==> config.mk <==
export PLATFORM = sky130hd
export DESIGN_NAME = wb_lsu
export DESIGN_NICKNAME = d
export VERILOG_FILES = /design/src/rtl/lsu_pkg.sv /design/src/rtl/lsu_align.sv /design/src/rtl/wb_lsu.sv
export SDC_FILE = /design/constraint.sdc
export NUM_CORES = 1
export LEC_CHECK = 0
export ABC_AREA = 1
export CORE_ASPECT_RATIO = 0.8
export CORE_MARGIN = 2
export CORE_UTILIZATION = 41
export DETAILED_ROUTE_END_ITERATION = 10
export PLACE_DENSITY = 0.88
export SLEW_MARGIN = 5
export SYNTH_ARGS = -nofsm -noshare
export SYNTH_HDL_FRONTEND = slang
export SYNTH_HIERARCHICAL = 1
export SYNTH_SLANG_ARGS = --single-unit
export TNS_END_PERCENT = 50
==> constraint.sdc <==
create_clock -name i_clk -period 2.73 [get_ports i_clk]
set_input_delay 0.546 -clock i_clk [delete_from_list [all_inputs] [get_ports i_clk]]
set_output_delay 0.546 -clock i_clk [all_outputs]
set_load 0.05 [all_outputs]
==> src/rtl/lsu_pkg.sv <==
// Shared types and constants for the wb_lsu load/store unit.
package lsu_pkg;

  localparam int LANES = 4;

  typedef enum logic [2:0] {
    S_IDLE,
    S_REQ,
    S_WAIT,
    S_DONE,
    S_FAULT
  } state_e;

  localparam logic [2:0] F3_B  = 3'b000;
  localparam logic [2:0] F3_H  = 3'b001;
  localparam logic [2:0] F3_W  = 3'b010;
  localparam logic [2:0] F3_BU = 3'b100;
  localparam logic [2:0] F3_HU = 3'b101;

  // funct3[1:0] is the access size, funct3[2] the unsigned flag; 011/11x have no meaning.
  function automatic logic f3_illegal(input logic [2:0] f3);
    return (f3 == 3'b011) || (f3[2:1] == 2'b11);
  endfunction

endpackage

==> src/rtl/lsu_align.sv <==
// Byte-lane steering for stores, load extraction/extension, and access legality check.
module lsu_align
  import lsu_pkg::*;
#(
  parameter int XLEN = 32
) (
  input  logic [2:0]       funct3,
  input  logic [1:0]       a,
  input  logic             we,
  input  logic [XLEN-1:0]  wdata,
  input  logic [XLEN-1:0]  raw,
  output logic [LANES-1:0] sel,
  output logic [XLEN-1:0]  wb_data,
  output logic [XLEN-1:0]  rdata,
  output logic             bad
);

  logic [7:0]  ld_byte;
  logic [15:0] ld_half;

  assign ld_byte = raw[{a, 3'b000} +: 8];
  assign ld_half = a[1] ? raw[31:16] : raw[15:0];

  always_comb begin
    sel     = '0;
    wb_data = '0;
    rdata   = '0;
    case (funct3[1:0])
      2'b00: begin
        sel     = 4'b0001 << a;
        wb_data = {4{wdata[7:0]}};
        rdata   = funct3[2] ? {{(XLEN-8){1'b0}}, ld_byte}
                            : {{(XLEN-8){ld_byte[7]}}, ld_byte};
      end
      2'b01: begin
        sel     = a[1] ? 4'b1100 : 4'b0011;
        wb_data = {2{wdata[15:0]}};
        rdata   = funct3[2] ? {{(XLEN-16){1'b0}}, ld_half}
                            : {{(XLEN-16){ld_half[15]}}, ld_half};
      end
      2'b10: begin
        sel     = 4'b1111;
        wb_data = wdata;
        rdata   = raw;
      end
      default: ;
    endcase
    // Loads drive no write data onto the bus.
    if (!we) wb_data = '0;
  end

  assign bad = f3_illegal(funct3)
             || ((funct3[1:0] == 2'b01) && a[0])
             || ((funct3[1:0] == 2'b10) && (a != 2'b00));

endmodule

==> src/rtl/wb_lsu.sv <==
// Load/store unit: one CPU request -> one pipelined Wishbone transaction.
// Define LSU_TIMEOUT_EN to abandon bus cycles that see no ack/err within TIMEOUT cycles.
module wb_lsu
  import lsu_pkg::*;
#(
  parameter int XLEN    = 32,
  parameter int TIMEOUT = 15
) (
  input  logic             i_clk,
  input  logic             i_reset_n,
  input  logic             i_req,
  input  logic             i_we,
  input  logic [2:0]       i_funct3,
  input  logic [XLEN-1:0]  i_addr,
  input  logic [XLEN-1:0]  i_wdata,
  output logic             o_busy,
  output logic             o_valid,
  output logic [XLEN-1:0]  o_rdata,
  output logic             o_misalign,
  output logic             o_err,
  output logic             o_wb_cyc,
  output logic             o_wb_stb,
  output logic             o_wb_we,
  output logic [XLEN-1:0]  o_wb_addr,
  output logic [XLEN-1:0]  o_wb_data,
  output logic [LANES-1:0] o_wb_sel,
  input  logic             i_wb_stall,
  input  logic             i_wb_ack,
  input  logic             i_wb_err,
  input  logic [XLEN-1:0]  i_wb_data
);

  state_e           state_q, state_d;
  logic             we_q, we_d;
  logic [2:0]       f3_q, f3_d;
  logic [1:0]       a_q, a_d;
  logic             busy_q, busy_d, valid_q, valid_d, mis_q, mis_d, err_q, err_d;
  logic             cyc_q, cyc_d, stb_q, stb_d, wbwe_q, wbwe_d;
  logic [XLEN-1:0]  rdata_q, rdata_d, wbaddr_q, wbaddr_d, wbdata_q, wbdata_d;
  logic [LANES-1:0] sel_q, sel_d;

  // In IDLE the aligner looks at the incoming request; afterwards at the latched one.
  logic             idle;
  logic [2:0]       al_f3;
  logic [1:0]       al_a;
  logic             al_we, al_bad;
  logic [LANES-1:0] al_sel;
  logic [XLEN-1:0]  al_wbdata, al_rdata;

  assign idle  = (state_q == S_IDLE);
  assign al_f3 = idle ? i_funct3 : f3_q;
  assign al_a  = idle ? i_addr[1:0] : a_q;
  assign al_we = idle ? i_we : we_q;

  lsu_align #(.XLEN(XLEN)) u_align (
    .funct3  (al_f3),
    .a       (al_a),
    .we      (al_we),
    .wdata   (i_wdata),
    .raw     (i_wb_data),
    .sel     (al_sel),
    .wb_data (al_wbdata),
    .rdata   (al_rdata),
    .bad     (al_bad)
  );

`ifdef LSU_TIMEOUT_EN
  localparam int CNT_W = $clog2(TIMEOUT + 1);
  logic [CNT_W-1:0] cnt_q, cnt_d;
`endif

  always_comb begin
    state_d = state_q;
    we_d    = we_q;
    f3_d    = f3_q;
    a_d     = a_q;
    rdata_d = '0;
    err_d   = 1'b0;
    case (state_q)
      S_IDLE: if (i_req) begin
        we_d    = i_we;
        f3_d    = i_funct3;
        a_d     = i_addr[1:0];
        state_d = al_bad ? S_FAULT : S_REQ;
      end
      S_REQ:  if (!i_wb_stall) state_d = S_WAIT;
      S_WAIT: if (i_wb_err) begin
        state_d = S_DONE;
        err_d   = 1'b1;
      end else if (i_wb_ack) begin
        state_d = S_DONE;
        rdata_d = we_q ? '0 : al_rdata;
      end
      default: state_d = S_IDLE;
    endcase

`ifdef LSU_TIMEOUT_EN
    cnt_d = cnt_q;
    if (state_d == S_REQ && state_q != S_REQ) cnt_d = '0;
    else if (state_q == S_REQ || state_q == S_WAIT) cnt_d = cnt_q + 1'b1;
    // A genuine ack/err in the same cycle wins over the watchdog.
    if ((state_q == S_REQ || state_q == S_WAIT) && state_d != S_DONE
        && cnt_q == CNT_W'(TIMEOUT)) begin
      state_d = S_DONE;
      err_d   = 1'b1;
    end
`endif

    busy_d  = (state_d != S_IDLE);
    valid_d = (state_d == S_DONE) || (state_d == S_FAULT);
    mis_d   = (state_d == S_FAULT);
    cyc_d   = (state_d == S_REQ) || (state_d == S_WAIT);
    stb_d   = (state_d == S_REQ);

    if (idle && state_d == S_REQ) begin
      wbwe_d   = i_we;
      wbaddr_d = {2'b00, i_addr[XLEN-1:2]};
      wbdata_d = al_wbdata;
      sel_d    = al_sel;
    end else if (cyc_d) begin
      wbwe_d   = wbwe_q;
      wbaddr_d = wbaddr_q;
      wbdata_d = wbdata_q;
      sel_d    = sel_q;
    end else begin
      wbwe_d   = 1'b0;
      wbaddr_d = '0;
      wbdata_d = '0;
      sel_d    = '0;
    end
  end

  always_ff @(posedge i_clk or negedge i_reset_n) begin
    if (!i_reset_n) begin
      state_q  <= S_IDLE;
      we_q     <= 1'b0;
      f3_q     <= '0;
      a_q      <= '0;
      busy_q   <= 1'b0;
      valid_q  <= 1'b0;
      mis_q    <= 1'b0;
      err_q    <= 1'b0;
      rdata_q  <= '0;
      cyc_q    <= 1'b0;
      stb_q    <= 1'b0;
      wbwe_q   <= 1'b0;
      wbaddr_q <= '0;
      wbdata_q <= '0;
      sel_q    <= '0;
`ifdef LSU_TIMEOUT_EN
      cnt_q    <= '0;
`endif
    end else begin
      state_q  <= state_d;
      we_q     <= we_d;
      f3_q     <= f3_d;
      a_q      <= a_d;
      busy_q   <= busy_d;
      valid_q  <= valid_d;
      mis_q    <= mis_d;
      err_q    <= err_d;
      rdata_q  <= rdata_d;
      cyc_q    <= cyc_d;
      stb_q    <= stb_d;
      wbwe_q   <= wbwe_d;
      wbaddr_q <= wbaddr_d;
      wbdata_q <= wbdata_d;
      sel_q    <= sel_d;
`ifdef LSU_TIMEOUT_EN
      cnt_q    <= cnt_d;
`endif
    end
  end

  assign o_busy     = busy_q;
  assign o_valid    = valid_q;
  assign o_rdata    = rdata_q;
  assign o_misalign = mis_q;
  assign o_err      = err_q;
  assign o_wb_cyc   = cyc_q;
  assign o_wb_stb   = stb_q;
  assign o_wb_we    = wbwe_q;
  assign o_wb_addr  = wbaddr_q;
  assign o_wb_data  = wbdata_q;
  assign o_wb_sel   = sel_q;

endmodule

==> Word level (Yosys, flattened, before mapping) <==
Index checks and enable logic that the tools add are counted.
{ "totals": {"reg_bits": 116, "output_inout_bits": 107} }
{ "op_classes": {"n_eq_ne": 11, "shifts": 2, "muxes": 30, "n_reduce_logical": 13} }
{ "op_table": {"columns": ["operator", "count"], "rows": [
  ["32-bit two-way mux", 10],
  ["32-bit case mux with 3 select lines", 2],
  ["32-bit by 6-bit variable part select with 8-bit output", 1],
  ["3-bit two-way mux", 6],
  ["16-bit two-way mux", 1],
  ["3-bit by 2-bit equality test with 1-bit output (second input constant)", 4],
  ["4-bit two-way mux", 3],
  ["4-bit case mux with 3 select lines", 1],
  ["3-bit case mux with 3 select lines", 1],
  ["3-bit by 1-bit equality test with 1-bit output (second input constant)", 2],
  ["1-bit logical OR", 5],
  ["1-bit two-way mux", 5],
  ["2-bit equality test (second input constant)", 2],
  ["1-bit by 2-bit left shift with 4-bit output (first input constant)", 1],
  ["3-bit equality test (second input constant)", 1],
  ["1-bit logical AND", 3],
  ["3-bit logical NOT", 1],
  ["3-bit nonzero test", 1],
  ["2-bit by 1-bit equality test with 1-bit output (second input constant)", 1],
  ["2-bit logical NOT", 1],
  ["2-bit two-way mux", 1],
  ["2-bit by 1-bit inequality test with 1-bit output (second input constant)", 1],
  ["2-bit AND reduction", 1],
  ["2-bit nonzero test", 1]
]} }

==> Depth between registers and ports, before layout <==
Gate-level depths: netlist of run 1.
{ "logic_depth": {"ltp_word": 13, "mapped_depth": 17, "ltp_nobuf": 13} }

==> Cells and area by module <==
Netlist of run 1, hierarchy kept.
{ "by_module_without_submodules": {"columns": ["module", "instances", "cells_each", "area_each_um2", "seq_area_each_um2"], "rows": [
  ["wb_lsu", 1, 479, 4489.3, 2852.7],
  ["lsu_align", 1, 373, 1607.8, 0.0]
]} }

==> Worst setup path after synthesis of run 1 <==
Ideal clock, no wire load.
{ "synth_path": {"kind": "flip-flop to flip-flop", "from": "register state_q[1]", "to": "register wbdata_q[23] (netlist: o_wb_data[23])", "setup_ns": 0.067, "arrival_ns": 2.597, "path_slack_ns": 0.066, "path_stages_with_launch": 16, "n_path_buf": 4, "period_less_slack_ns": 2.664, "cell_sequence": "dfrtp_1 nor2_2 nand2_2 clkbuf_1 o21ai_0 inv_2 nor2_2 buf_4 inv_1 o221ai_1 inv_1 nand2_2 buf_2 buf_2 nand4_1 nand2_1"} }
{ "synth_via": {"elab_chain_len": 12} }
{ "synth_lines": {"columns": ["element", "line_no", "source"], "rows": [
  ["start: declaration", "wb_lsu.sv:33", "state_e state_q, state_d;"],
  ["start signal: assignment", "wb_lsu.sv:154", "state_q <= state_d;"],
  ["3-bit logical NOT (*)", "wb_lsu.sv:50", "assign idle = (state_q == S_IDLE);"],
  ["3-bit two-way mux (*)", "wb_lsu.sv:51", "assign al_f3 = idle ? i_funct3 : f3_q;"],
  ["net al_f3[1]", "wb_lsu.sv:44", "logic [2:0] al_f3;"],
  ["3-bit by 2-bit equality test with 1-bit output, or another cell as far along", "lsu_pkg.sv:22", "return (f3 == 3'b011) || (f3[2:1] == 2'b11);"],
  ["1-bit logical OR / 1-bit logical AND (equally long branches)", "lsu_pkg.sv:22, lsu_align.sv:53", null],
  ["1-bit logical OR", "lsu_align.sv:53", "|| ((funct3[1:0] == 2'b01) && a[0])"],
  ["1-bit logical OR (*)", "lsu_align.sv:54", "|| ((funct3[1:0] == 2'b10) && (a != 2'b00));"],
  ["net al_bad", "wb_lsu.sv:46", "logic al_we, al_bad;"],
  ["3-bit two-way mux (*)", "wb_lsu.sv:84", "state_d = al_bad ? S_FAULT : S_REQ;"],
  ["3-bit two-way mux (*)", "wb_lsu.sv:80", "S_IDLE: if (i_req) begin"],
  ["3-bit case mux with 3 select lines (*)", "wb_lsu.sv:79", "case (state_q)"],
  ["3-bit by 1-bit equality test with 1-bit output / 3-bit by 2-bit equality test with 1-bit output (equally long branches)", "wb_lsu.sv:112, wb_lsu.sv:115", null],
  ["1-bit logical OR / 1-bit logical AND (equally long branches)", "wb_lsu.sv:112, wb_lsu.sv:115", null],
  ["2-bit by 1-bit inequality test with 1-bit output (no source line) / 32-bit two-way mux (equally long branches)", null, null],
  ["end signal: assignment", "wb_lsu.sv:167", "wbdata_q <= wbdata_d;"],
  ["end: declaration", "wb_lsu.sv:39", "logic [XLEN-1:0] rdata_q, rdata_d, wbaddr_q, wbaddr_d, wbdata_q, wbdata_d;"]
]} }
The timed path passes the listed nets; every way through them passes the cells marked *.
A chain may end at the register's enable or synchronous reset.

==> Worst setup path in the final report of run 1 <==
{ "layout_path": {"from": "register state_q[1]", "to": "register wbdata_q[22] (netlist: o_wb_data[22])"} }
{ "layout_lines": {"columns": ["element", "line_no", "source"], "rows": [
  ["3-bit logical NOT (*)", "wb_lsu.sv:50", null],
  ["2-bit two-way mux (*)", "wb_lsu.sv:52", "assign al_a = idle ? i_addr[1:0] : a_q;"],
  ["net al_a[0]", "wb_lsu.sv:45", "logic [1:0] al_a;"],
  ["2-bit nonzero test / 1-bit logical AND (equally long branches)", "lsu_align.sv:54, lsu_align.sv:53", null],
  ["1-bit logical AND / 1-bit logical OR (equally long branches)", "lsu_align.sv:54, lsu_align.sv:53", null],
  ["1-bit logical OR (*)", "lsu_align.sv:54", null],
  ["net al_bad", "wb_lsu.sv:46", null],
  ["3-bit two-way mux (*)", "wb_lsu.sv:84", null],
  ["3-bit two-way mux (*)", "wb_lsu.sv:80", null],
  ["3-bit case mux with 3 select lines (*)", "wb_lsu.sv:79", null],
  ["3-bit by 1-bit equality test with 1-bit output / 3-bit by 2-bit equality test with 1-bit output (equally long branches)", "wb_lsu.sv:112, wb_lsu.sv:115", null],
  ["1-bit logical OR / 1-bit logical AND (equally long branches)", "wb_lsu.sv:112, wb_lsu.sv:115", null],
  ["2-bit by 1-bit inequality test with 1-bit output (no source line) / 32-bit two-way mux (equally long branches)", null, null]
]} }
Marks and branches as above.

==> results of run 1 <==
final timing paths:
| path | start | end | slack (ns) | depth (start not counted) |
|---|---|---|---|---|
| setup / recovery | state_q[1] | o_wb_data[22] | 0.32 | 11 |
| hold / removal | i_reset_n | o_rdata[28] | 0.16 | 1 |
| setup reg to reg | state_q[1] | o_wb_data[22] | 0.32 | 11 |
| hold reg to reg | a_q[0] | a_q[0] | 0.49 | 2 |
| max in group asynchronous | i_reset_n | o_wb_addr[29] | 1.74 | 2 |
| min in group i_clk | a_q[0] | a_q[0] | 0.49 | 2 |
metal layers:
layer  global-route usage  part of all wire  vias to the layer above
met4               0.0970             0.020                        0
met3               0.0554             0.074                       34
met2                0.408              0.48                      286
met5                    0                 0                        -
li1                     -                 -                     3059
met1                0.325              0.43                     2856
kinds of logic after synthesis:
logic type / synth area share
AO/OA/AOI/OAI: 0.0614
buffers and inverters: 0.115
flip-flops: 0.468
other: 0.000615
AND/OR/NAND/NOR: 0.355
state kept, by name, indices dropped and copies added (netlist names):
register / count
o_wb_stb: 1
o_rdata: 32
o_misalign: 1
f3_q: 3
o_wb_we: 1
o_wb_cyc: 1
o_valid: 1
o_wb_addr: 30
we_q: 1
o_err: 1
o_busy: 1
o_wb_data: 32
state_q: 3
o_wb_sel: 4
a_q: 2
critical path, cell delays in order (launching register included):
cell and delay (ns):
dfrtp_1 0.39, nor2_2 0.18, nand2_2 0.20, o21ai_1 0.32
inv_2 0.20, o221ai_1 0.24, inv_1 0.09, nand2_2 0.14
nand3_2 0.13, buf_12 0.21, nand4_1 0.10, nand2_1 0.08
stage by stage:
step                      total power [uW]  worst slack, ns
final                                11900            0.321
after global routing                 12800           0.0772
after CTS                            11900            0.219
after detailed placement              9760          0.00180
after global placement                9590           0.0738
after floorplan                       7530           0.0661
area by class of cell:
class                   instances  area (um^2)
clock inverters                 5         50.0
flip-flops and latches        114         2850
repair buffers                234         2350
multi-input cells             582         2550
clock buffers                  26          509
well taps                     184          230
inverters                      99          372
fillers                      1244         5470
power by group through the flow:
stage	clock network (uW)	logic (uW)	registers, uW
final	2100	7420	2390
after CTS	2130	7390	2380
after global routing	2220	8120	2430
after detailed placement	0	7350	2400
after floorplan	0	3890	3640
after global placement	0	7210	2390
timing repair:
item,in CTS,in global routing
hold endpoints to repair,0,0
setup endpoints to repair,0,67
resized for setup,0,1
placed cells by master, fill, tap and decap left out, drive strengths merged:
cell / synthesis / final
clkinv: 0 / 4
clkbuf: 18 / 26
o221ai: 1 / 1
clkdlybuf4s50: 0 / 209
a21oi: 32 / 32
a22oi: 8 / 8
nand4: 68 / 68
inv: 99 / 99
bufinv: 0 / 1
conb: 1 / 2
nand3: 19 / 19
buf: 40 / 25
o21ai: 29 / 29
dfrtp: 114 / 114
nor2: 56 / 56
nand2: 367 / 367
==> flow_summary.ini, run 1 <==
[route]
wl_per_cell_um = 15.5
vias_per_cell = 5.01
drt-initial-drc-count = 491
num_vias = 6235
ant_nets = 0
drc = 0
firstDrtPassIters = 6
wl_um = 19300

[timing]
skew_ns = 0.0123
period_minus_slack_ns = 2.41
period_share = 0.882
worst_slew_pin_slew_ns = 1.17
setup_violations = 0
max_freq_mhz = 415
worst_hold_slack_ns = 0.163
slew_headroom = 0.218
hold_violations = 0
fin_setup_tns_ns = 0
rsz0062_at_grt = false
finalMaxSlewViolations = 0

[placed_design]
dp_hpwl_um = 13700
placed_area_um2 = 8360
port_buffers = 210
post-place-cells = 1213
place_congestion = 0.931

[cells_and_area]
area_growth_pct = 46.3
final_nets = 1154
antennaDiodeCount = 0
final_cell_area_um2 = 8920
final_util = 0.620
drive_above_1_share = 0.0660
fin_cells = 1244

[clock_network]
cts_max_level = 4
clkLatencyLatePin_ns = 0.41
clk_pin_slew_ns = 0.06
post-cts-setup-buffers = 0
numCtsBuffers = 17
cts_tree = built
clock-sinks = 114
cts-root-buf = clkbuf_16
clk_path_buf_depth = 2
hold_buffers = 0

[die]
core_um2 = 14400
rows = 39
io_pins = 213
dieArea_um2 = 15900
die_h_um = 113
start_util = 0.424
die_w_um = 140

[global_route]
grtUsageTotal = 0.249
grt_pass1_vias = 6086
grt-ovfl-total = 0
grt_max_degree = 69
grt_first_pass_wirelength_um = 31100
antenna_found_initial = 0

[yosys]
synth_edf_count = 0
synth_most_common_cell = nand2_1
synth.distinct_cells = 23
async_reset_ff_frac = 1.00
synth_area_per_cell_um2 = 7.16
synth_common_cells = 364 x nand2_1, 114 x dfrtp_1, 93 x inv_1, 68 x nand4_1, 51 x nor2_1
yosys-top-cells-area = dfrtp_1 47%, nand2_1 22%, nand4_1 7.0%, inv_1 5.7%, nor2_1 3.1%
synth-seq-area-share = 0.468
synth_flop_cell = dfrtp_1
synth_top_area_cell = dfrtp_1
yosysTopAreaCellShare = 0.468
synth_seq_cells = 114
syn_area_um2 = 6100
yosysWarningCount = 6
syn_inst = 852

[power_and_ir_drop]
pwr-share-comb = 0.623
p_int_uw = 5810
ir_drop_mv = 0.764
leakagePower_uw = 0.00465
switchingPower_uw = 6090
seq_power_share = 0.200
cellPowerDensity_nw_per_um2 = 1330
switching_share = 0.512
clkPwrFrac = 0.176

[job]
max-cap-violations = 0

[worst_setup_path]
required_ns = 3.02
crit_path_start_kind = flop
crit_arrival_ns = 2.70
critPathMaxFanout = 51
crit_type = flop to flop
critPathCaptureType = flop

[hold_path]
hold_path_class = input port to asynchronous set/reset pin

[outcome]
status = finished clean
(Power assumes the default switching activity.)
==> inputs of run 2 (changes only) <==
HOLD_SLACK_MARGIN = 0.05   (was default)
==> results of run 2 <==
No change in the layout: final DEF, timing and power equal those of run 1.
